`src/rtl/bin_to_bcd_serial_if.sv`:
```
`default_nettype none
// ============================================================================
//  Module      : bin_to_bcd_serial_if
//  Description : Start/busy/valid handshake and result bus for the serial
//                binary-to-BCD converter.
//  Revision    : 1.0 - initial release
// ============================================================================
interface bin_to_bcd_serial_if #(
    parameter int WIDTH  = 8,
    parameter int DIGITS = 3
);
    logic                  i_start;
    logic [WIDTH-1:0]      i_bin_in;
    logic                  o_busy;
    logic                  o_valid;
    logic [4*DIGITS-1:0]   o_bcd_out;
    logic [DIGITS-1:0]     o_blank_mask;

    // Requester side (e.g. the countdown timer)
    modport master (
        output i_start,
        output i_bin_in,
        input  o_busy,
        input  o_valid,
        input  o_bcd_out,
        input  o_blank_mask
    );

    // Converter side
    modport slave (
        input  i_start,
        input  i_bin_in,
        output o_busy,
        output o_valid,
        output o_bcd_out,
        output o_blank_mask
    );
endinterface
`default_nettype wire

```
`src/rtl/bin_to_bcd_serial.sv`:
```
`default_nettype none
// ============================================================================
//  Module      : bin_to_bcd_serial
//  Description : Iterative double-dabble binary-to-BCD converter, one input
//                bit per clock. Optional leading-zero blanking mask is
//                enabled by defining BIN_TO_BCD_BLANK_EN.
//  Revision    : 1.0 - initial release
// ============================================================================
module bin_to_bcd_serial #(
    parameter int WIDTH  = 8,
    parameter int DIGITS = 3
) (
    input  wire logic            clk,
    input  wire logic            rst_n,
    bin_to_bcd_serial_if.slave   bus
);

    localparam int CNT_W  = $clog2(WIDTH + 1);
    localparam int BCD_W  = 4 * DIGITS;

    localparam logic [1:0] S_IDLE  = 2'd0;
    localparam logic [1:0] S_SHIFT = 2'd1;
    localparam logic [1:0] S_DONE  = 2'd2;

    logic [1:0]        r_state;
    logic [WIDTH-1:0]  r_bin;
    logic [BCD_W-1:0]  r_bcd;
    logic [CNT_W-1:0]  r_cnt;
    logic              r_busy;
    logic              r_valid;
    logic [BCD_W-1:0]  r_bcd_out;
    logic [BCD_W-1:0]  w_adj;

    // Add-3 correction applied to every digit that is 5 or more before the shift
    for (genvar g = 0; g < DIGITS; g++) begin : g_adj
        assign w_adj[4*g +: 4] = (r_bcd[4*g +: 4] >= 4'd5) ? (r_bcd[4*g +: 4] + 4'd3)
                                                            : r_bcd[4*g +: 4];
    end

    // Control FSM, shift datapath and result registers
    always_ff @(posedge clk or negedge rst_n) begin
        if (!rst_n) begin
            r_state   <= S_IDLE;
            r_bin     <= '0;
            r_bcd     <= '0;
            r_cnt     <= '0;
            r_busy    <= 1'b0;
            r_valid   <= 1'b0;
            r_bcd_out <= '0;
        end else begin
            r_valid <= 1'b0;
            case (r_state)
                S_IDLE: begin
                    if (bus.i_start) begin
                        r_bin   <= bus.i_bin_in;
                        r_bcd   <= '0;
                        r_cnt   <= CNT_W'(WIDTH);
                        r_busy  <= 1'b1;
                        r_state <= S_SHIFT;
                    end
                end
                S_SHIFT: begin
                    // Bits leaving the top of the BCD register are always zero
                    // when 10^DIGITS exceeds the largest input value.
                    {r_bcd, r_bin} <= {w_adj[BCD_W-2:0], r_bin, 1'b0};
                    r_cnt          <= r_cnt - CNT_W'(1);
                    if (r_cnt == CNT_W'(1)) begin
                        r_state <= S_DONE;
                    end
                end
                S_DONE: begin
                    r_bcd_out <= r_bcd;
                    r_valid   <= 1'b1;
                    r_busy    <= 1'b0;
                    r_state   <= S_IDLE;
                end
                default: begin
                    r_state <= S_IDLE;
                    r_busy  <= 1'b0;
                end
            endcase
        end
    end

`ifdef BIN_TO_BCD_BLANK_EN
    logic [DIGITS-1:0] w_blank;
    logic [DIGITS-1:0] r_blank;

    // Ones digit is never blanked; a higher digit blanks when it and all above are zero
    assign w_blank[0] = 1'b0;
    for (genvar g = 1; g < DIGITS; g++) begin : g_blank
        assign w_blank[g] = (r_bcd[BCD_W-1:4*g] == '0);
    end

    // Blank mask is captured together with the BCD result
    always_ff @(posedge clk or negedge rst_n) begin
        if (!rst_n) begin
            r_blank <= '0;
        end else if (r_state == S_DONE) begin
            r_blank <= w_blank;
        end
    end

    assign bus.o_blank_mask = r_blank;
`else
    assign bus.o_blank_mask = '0;
`endif

    assign bus.o_busy    = r_busy;
    assign bus.o_valid   = r_valid;
    assign bus.o_bcd_out = r_bcd_out;

endmodule
`default_nettype wire

```
`src/flat_wrapper.sv`:
```
// flat-port wrapper written by rule: the top's interface ports become plain ports
module bin_to_bcd_serial_flat 
#(
    parameter int WIDTH  = 8,
    parameter int DIGITS = 3
)
  (clk, rst_n, bus_i_start, bus_i_bin_in, bus_o_busy, bus_o_valid, bus_o_bcd_out, bus_o_blank_mask);
  bin_to_bcd_serial_if #(.WIDTH(WIDTH), .DIGITS(DIGITS)) bus_i ();
  input  wire logic clk;
  input  wire logic rst_n;
  input wire logic [$bits(bus_i.i_start)-1:0] bus_i_start;
  input wire logic [$bits(bus_i.i_bin_in)-1:0] bus_i_bin_in;
  output wire logic [$bits(bus_i.o_busy)-1:0] bus_o_busy;
  output wire logic [$bits(bus_i.o_valid)-1:0] bus_o_valid;
  output wire logic [$bits(bus_i.o_bcd_out)-1:0] bus_o_bcd_out;
  output wire logic [$bits(bus_i.o_blank_mask)-1:0] bus_o_blank_mask;
  assign bus_i.i_start = bus_i_start;
  assign bus_i.i_bin_in = bus_i_bin_in;
  assign bus_o_busy = bus_i.o_busy;
  assign bus_o_valid = bus_i.o_valid;
  assign bus_o_bcd_out = bus_i.o_bcd_out;
  assign bus_o_blank_mask = bus_i.o_blank_mask;
  bin_to_bcd_serial #(.WIDTH(WIDTH), .DIGITS(DIGITS)) u_core (.clk(clk), .rst_n(rst_n), .bus(bus_i));
endmodule
```
`config.mk`:
```
export PLATFORM = sky130hd
export DESIGN_NAME = bin_to_bcd_serial_flat
export DESIGN_NICKNAME = d
export VERILOG_FILES = /design/src/rtl/bin_to_bcd_serial_if.sv /design/src/rtl/bin_to_bcd_serial.sv /design/src/flat_wrapper.sv
export SDC_FILE = /design/constraint.sdc
export NUM_CORES = 1
export LEC_CHECK = 0
export ABC_AREA = 1
export ABC_CLOCK_PERIOD_IN_PS = 1400
export BUFFER_PORTS_ARGS = -buffer_cell sky130_fd_sc_hd__buf_2
export CORE_AREA = 2 2 66 68
export DETAILED_ROUTE_END_ITERATION = 10
export DIE_AREA = 0 0 68 70
export PLACE_DENSITY = 0.69
export SLEW_MARGIN = 30
export SYNTH_ARGS = -nofsm -noshare
export SYNTH_HDL_FRONTEND = slang
export SYNTH_SLANG_ARGS = --single-unit
```
`constraint.sdc`:
```
create_clock -name clk -period 1.4 [get_ports clk]
set_input_delay 0.28 -clock clk [delete_from_list [all_inputs] [get_ports clk]]
set_output_delay 0.28 -clock clk [all_outputs]
set_load 0.1 [all_outputs]
```
# After elaboration in Yosys (flattened, before gate mapping)
# Index checks and enable logic that the tools add are counted.
op_classes:
  n_addsub: 4
  n_lt_le_gt_ge: 3
  n_eq_ne: 5
  n_mux: 15
  n_bitwise: 1
  n_reduce_logical: 5
op_table:
  columns: ["operator", "count"]
  rows:
  - ["$pmux 12 s2", 1]
  - ["$pmux 8 s2", 1]
  - ["$ge 4x3->1 const B", 3]
  - ["$mux 12", 1]
  - ["$mux 4", 3]
  - ["$add 4x2->4 const B", 2]
  - ["$mux 8", 1]
  - ["$pmux 4 s2", 1]
  - ["$reduce_and 2->1", 3]
  - ["$eq 4x1->1 const B", 1]
  - ["$mux 2", 2]
  - ["$pmux 2 s2", 1]
  - ["$sub 4x1->4 const B", 1]
  - ["$add 3x2->3 const B", 1]
  - ["$mux 3", 1]
  - ["$eq 2x1->1 const B", 1]
  - ["$eq 2x2->1 const B", 1]
  - ["$logic_not 2->1", 1]
  - ["$mux 1", 2]
  - ["$ne 2x1->1 const B", 1]
  - ["$ne 2x2->1 const B", 1]
  - ["$pmux 1 s2", 1]
  - ["$reduce_bool 2->1", 1]
  - ["$not 1->1", 1]
word_totals:
  ff_bits: 40
  input_bits: 11
  out_inout_bits: 17
  word_cells: 40

# Depth between registers and ports, before layout
depth:
  word_depth: 3
  depth_mapped: 8
  depth_no_buf: 8

# Least setup slack after synthesis
# OpenSTA, ideal clock, no wires.
synth_path:
  path_type: "reg2out"
  startpoint: "register u_core.r_bcd_out[0] (netlist: u_core.bus.o_bcd_out[0])"
  endpoint: "output bus_o_bcd_out[0]"
  arrival_ps: 898
  required_time_ps: 1120
  path_slack_ps: 222
  stages_incl_launch_ff: 1
  n_path_buf: 0
  cell_sequence: "dfrtp_1"
synth_rtl:
  columns: ["element", "line", "text"]
  rows:
  - ["from (decl)", "bin_to_bcd_serial.sv:31", "logic [BCD_W-1:0] r_bcd_out;"]
  - ["from (signal assigned)", "bin_to_bcd_serial.sv:72", "r_bcd_out <= r_bcd;"]
  - ["to (decl)", "flat_wrapper.sv:15", "output wire logic [$bits(bus_i.o_bcd_out)-1:0] bus_o_bcd_out;"]
# No word-level cell between the ends.

# Worst setup path after layout
layout_path:
  startpoint: "register u_core.r_busy (netlist: u_core.bus.o_busy)"
  endpoint: "output bus_o_busy"
layout_rtl:
  columns: ["element", "line", "text"]
  rows:
  - ["from (decl)", "bin_to_bcd_serial.sv:29", "logic r_busy;"]
  - ["from (signal assigned)", "bin_to_bcd_serial.sv:47", "r_busy <= 1'b0;"]
  - ["from (signal assigned)", "bin_to_bcd_serial.sv:58", "r_busy <= 1'b1;"]
  - ["from (signal assigned)", "bin_to_bcd_serial.sv:74", "r_busy <= 1'b0;"]
  - ["to (decl)", "flat_wrapper.sv:13", "output wire logic [$bits(bus_i.o_busy)-1:0] bus_o_busy;"]
# No word-level cell between the ends.

==> impl_summary.txt <==
----------------------------------------------------
[Run status]
  Result of the run ... finished, final reports clean

[Clock tree]
  Worst-skew pair later-pin latency ... 0.30 ns
  Clk buf depth ... 2
  TritonCTS clock tree ... built
  Total clock buffers created by CTS ... 5
  Sinks on Clock Net ... 40
  Buffer type at the clock tree root ... clkbuf_8
  Clock slew seen by the registers of the worst setup and hold paths ... 0.08 ns
  H-Tree Depth ... 2

[Synth]
  Average cell area after synthesis ... about 8.5 um^2
  Proportion of synthesized chip area in sequential cells ... 51.95%
  Primary FF master, synth ... dfrtp_1
  EDFF count, synth ... 0
  Most used standard cell by instance count after synthesis ... nand2_1
  Cell type with the largest total area after synthesis ... dfrtp_1
  Number of standard cells after synthesis ... 226
  Number of warnings issued by yosys ... 0
  Fraction of registers with async set or reset after synthesis ... 100.0%
  Top-area cell type share of the netlist area ... 51.95%
  Flops & latches, synth ... 40
  Number of distinct library cells after synthesis ... 22
  Largest cells by area after synthesis ... dfrtp_1 52%, nand2_1 12%, ha_1 5.2%
  Cell types with the highest counts after synthesis ... 62 x nand2_1, 40 x dfrtp_1, 20 x inv_1
  Post-synthesis instance area ... 1927 um^2

[Detailed routing]
  Vias per cell ... 4.889
  Total wire length ... 3481 um
  1st-pass router iterations ... 4
  Drc violations ... 0
  Detail Route Antenna Nets ... 0
  Vias after detailed routing ... 1501
  WL per Instance ... 11.34 um
  Violation count after the first detailed-routing iteration ... 106

[Critical path]
  Data arrival time of the critical path ... 1.07 ns
  Chain of cells forming the critical path ... buf_2
  Largest incremental delay on the critical path ... 0.42 ns
  Crit Path Max Fanout ... 2
  Worst Path Buf+Inv ... 1
  Largest delay share family, worst path ... buffers and inverters
  Critical path launch point ... u_core.bus.o_busy$_DFFE_PN0P_
  Critical path endpoint category ... primary output
  Worst endpoint required time ... 1.12 ns
  Worst Setup Start Kind ... register
  Source of the worst register-to-register timing path ... u_core.r_bcd[0]$_DFFE_PN0P_
  CP max stage cell ... buf_2
  Class of the most critical setup path ... reg2out

[Cells and area]
  Final instance area ... approximately 2200 um^2
  Filler instances ... 408
  Non-filler instance count after layout ... 307
  Net total in the final layout ... between 200 and 300
  Fraction of final layout cells sized beyond drive strength 1 ... between 10% and 20%
  Number of diodes added for antenna fixing ... 0
  Layout overhead on the synthesized area ... 13.57%

[GRT]
  Overall fraction of global-route tracks in use ... 17.19%
  Maximum number of pins on one net before global-route repair ... 41
  Vias in the first global route ... 1423
  Initial antenna violation count ... 0
  GRT overflow ... 0
  Global-route wire length before repair ... 6189 um

[STA]
  Final setup violating endpoints ... 0
  Worst-case clock skew ... roughly 0.008 ns
  Achievable Freq ... 738.9 MHz
  Clock period minus final worst setup slack ... 1.353 ns
  Fin crit share ... 96.66%
  Setup repair after global routing missed its margin ... false
  Sum Neg Setup Slack ... 0 ns
  Final hold vios ... 0
  Final Max Tran Viols ... 0

[Die]
  Die W ... 68 um
  Initial core utilization ... 46.50%
  Top-Level Pins ... 28
  DIE HEIGHT ... about 70 um
  Die ar. ... 4760 um^2
  Area of the core region ... 4144 um^2
  Rows ... 24

[Placement]
  Total half-perimeter wirelength after legalization and detailed placement ... 2378 um
  Inst Count DP ... 297
  Placed Area ... 2073 um^2
  Gpl congestion ... between 0.8 and 0.9
  Total of buffers placed on input and output ports ... 24

[Hold path]
  Min-delay src ... bus_i_bin_in[0]
  Path type of the worst min-delay path ... in2reg

[Flow run]
  Max capacitance violation total ... 0

----------------------------------------------------
## flip-flops by register name (all words and copies together) (netlist names)
register              count
u_core.r_state            2
u_core.r_bin              8
u_core.r_bcd             12
u_core.bus.o_valid        1
u_core.bus.o_busy         1
u_core.r_cnt              4
u_core.bus.o_bcd_out     12
## worst paths after layout
path / slack, ns / endpoint / depth (start not counted)
worst max-delay path: 0.05 / bus_o_busy / 1
worst min-delay path: 0.21 / u_core.r_bin[0]$_DFFE_PN0P_ / 3
worst max register to register: 0.10 / u_core.r_bcd[4]$_DFFE_PN0P_ / 7
worst min register to register: 0.48 / u_core.r_bin[0]$_DFFE_PN0P_ / 2
max in group asynchronous: 0.72 / u_core.r_bcd[9]$_DFFE_PN0P_ / 3
min in group asynchronous: 0.48 / u_core.bus.o_valid$_DFF_PN0_ / 3
## repair_timing
item,in CTS,in global routing
hold buffers,1,0
endpoints found under the hold margin,40,0
endpoints found under the setup margin,0,5
gates resized for setup,0,3
buffers inserted,0,1
## layer usage
metal | share of wire, % | global-route usage (%)
met4 | 1.7 | 7.111
met3 | 5.0 | 5.314
met2 | 45 | 27.08
met5 | 0 | 0
met1 | 48 | 21.54
## placed cells by master, fill, tap and decap left out, drive strengths merged
| cell | instances |
|---|---|
| a21oi | 2 |
| clkinv | 1 |
| o22ai | 1 |
| nand3 | 19 |
| clkbuf | 7 |
| nand2 | 65 |
| o21bai | 1 |
| dlygate4sd3 | 1 |
| buf | 26 |
| o21ai | 36 |
| nand4 | 6 |
| ha | 8 |
| conb | 3 |
| or2 | 2 |
| clkinvlp | 2 |
| nor2 | 10 |
| nor3 | 1 |
| inv | 24 |
| dfrtp | 40 |
## stage by stage
step                      hold slack [ns]  utilization [%]  setup slack [ns]
after detailed placement           0.2650            50.03            0.1296
after global routing               0.2540            52.81          0.006055
after global placement             0.2665            50.03            0.1504
final                              0.2095            52.81           0.04670
after CTS                          0.2024            52.51           0.02984
after floorplan                  -0.01559                -            0.2223
## layout make-up
type / count / area (um^2) / share of cell area (%)
Clock inverter: 3 / 23.77 / 1.086
Sequential cell: 40 / 1001 / 45.74
Multi-Input combinational cell: 154 / 762.0 / 34.82
Tap cell: 52 / 65.06 / 2.973
Inverter: 24 / 90.09 / 4.117
Clock buffer: 5 / 68.82 / 3.145
Timing Repair Buffer: 29 / 177.7 / 8.119
## kinds of logic (layout without fill, tap and decap cells)
| family | after synthesis | count (layout) | share of synthesized area, % |
|---|---|---|---|
| AOI/OAI and AO/OA | 40 | 40 | 10.58 |
| adders and majority gates | 8 | 8 | 5.195 |
| and+or+nand+nor | 103 | 103 | 23.18 |
| other | 1 | 3 | 0.1946 |
| DFF | 40 | 40 | 51.95 |
| buffers and inverters | 34 | 61 | 8.896 |
Power is not shown: default switching activity piles up to over one toggle a cycle in this logic, so the estimate is an artifact.
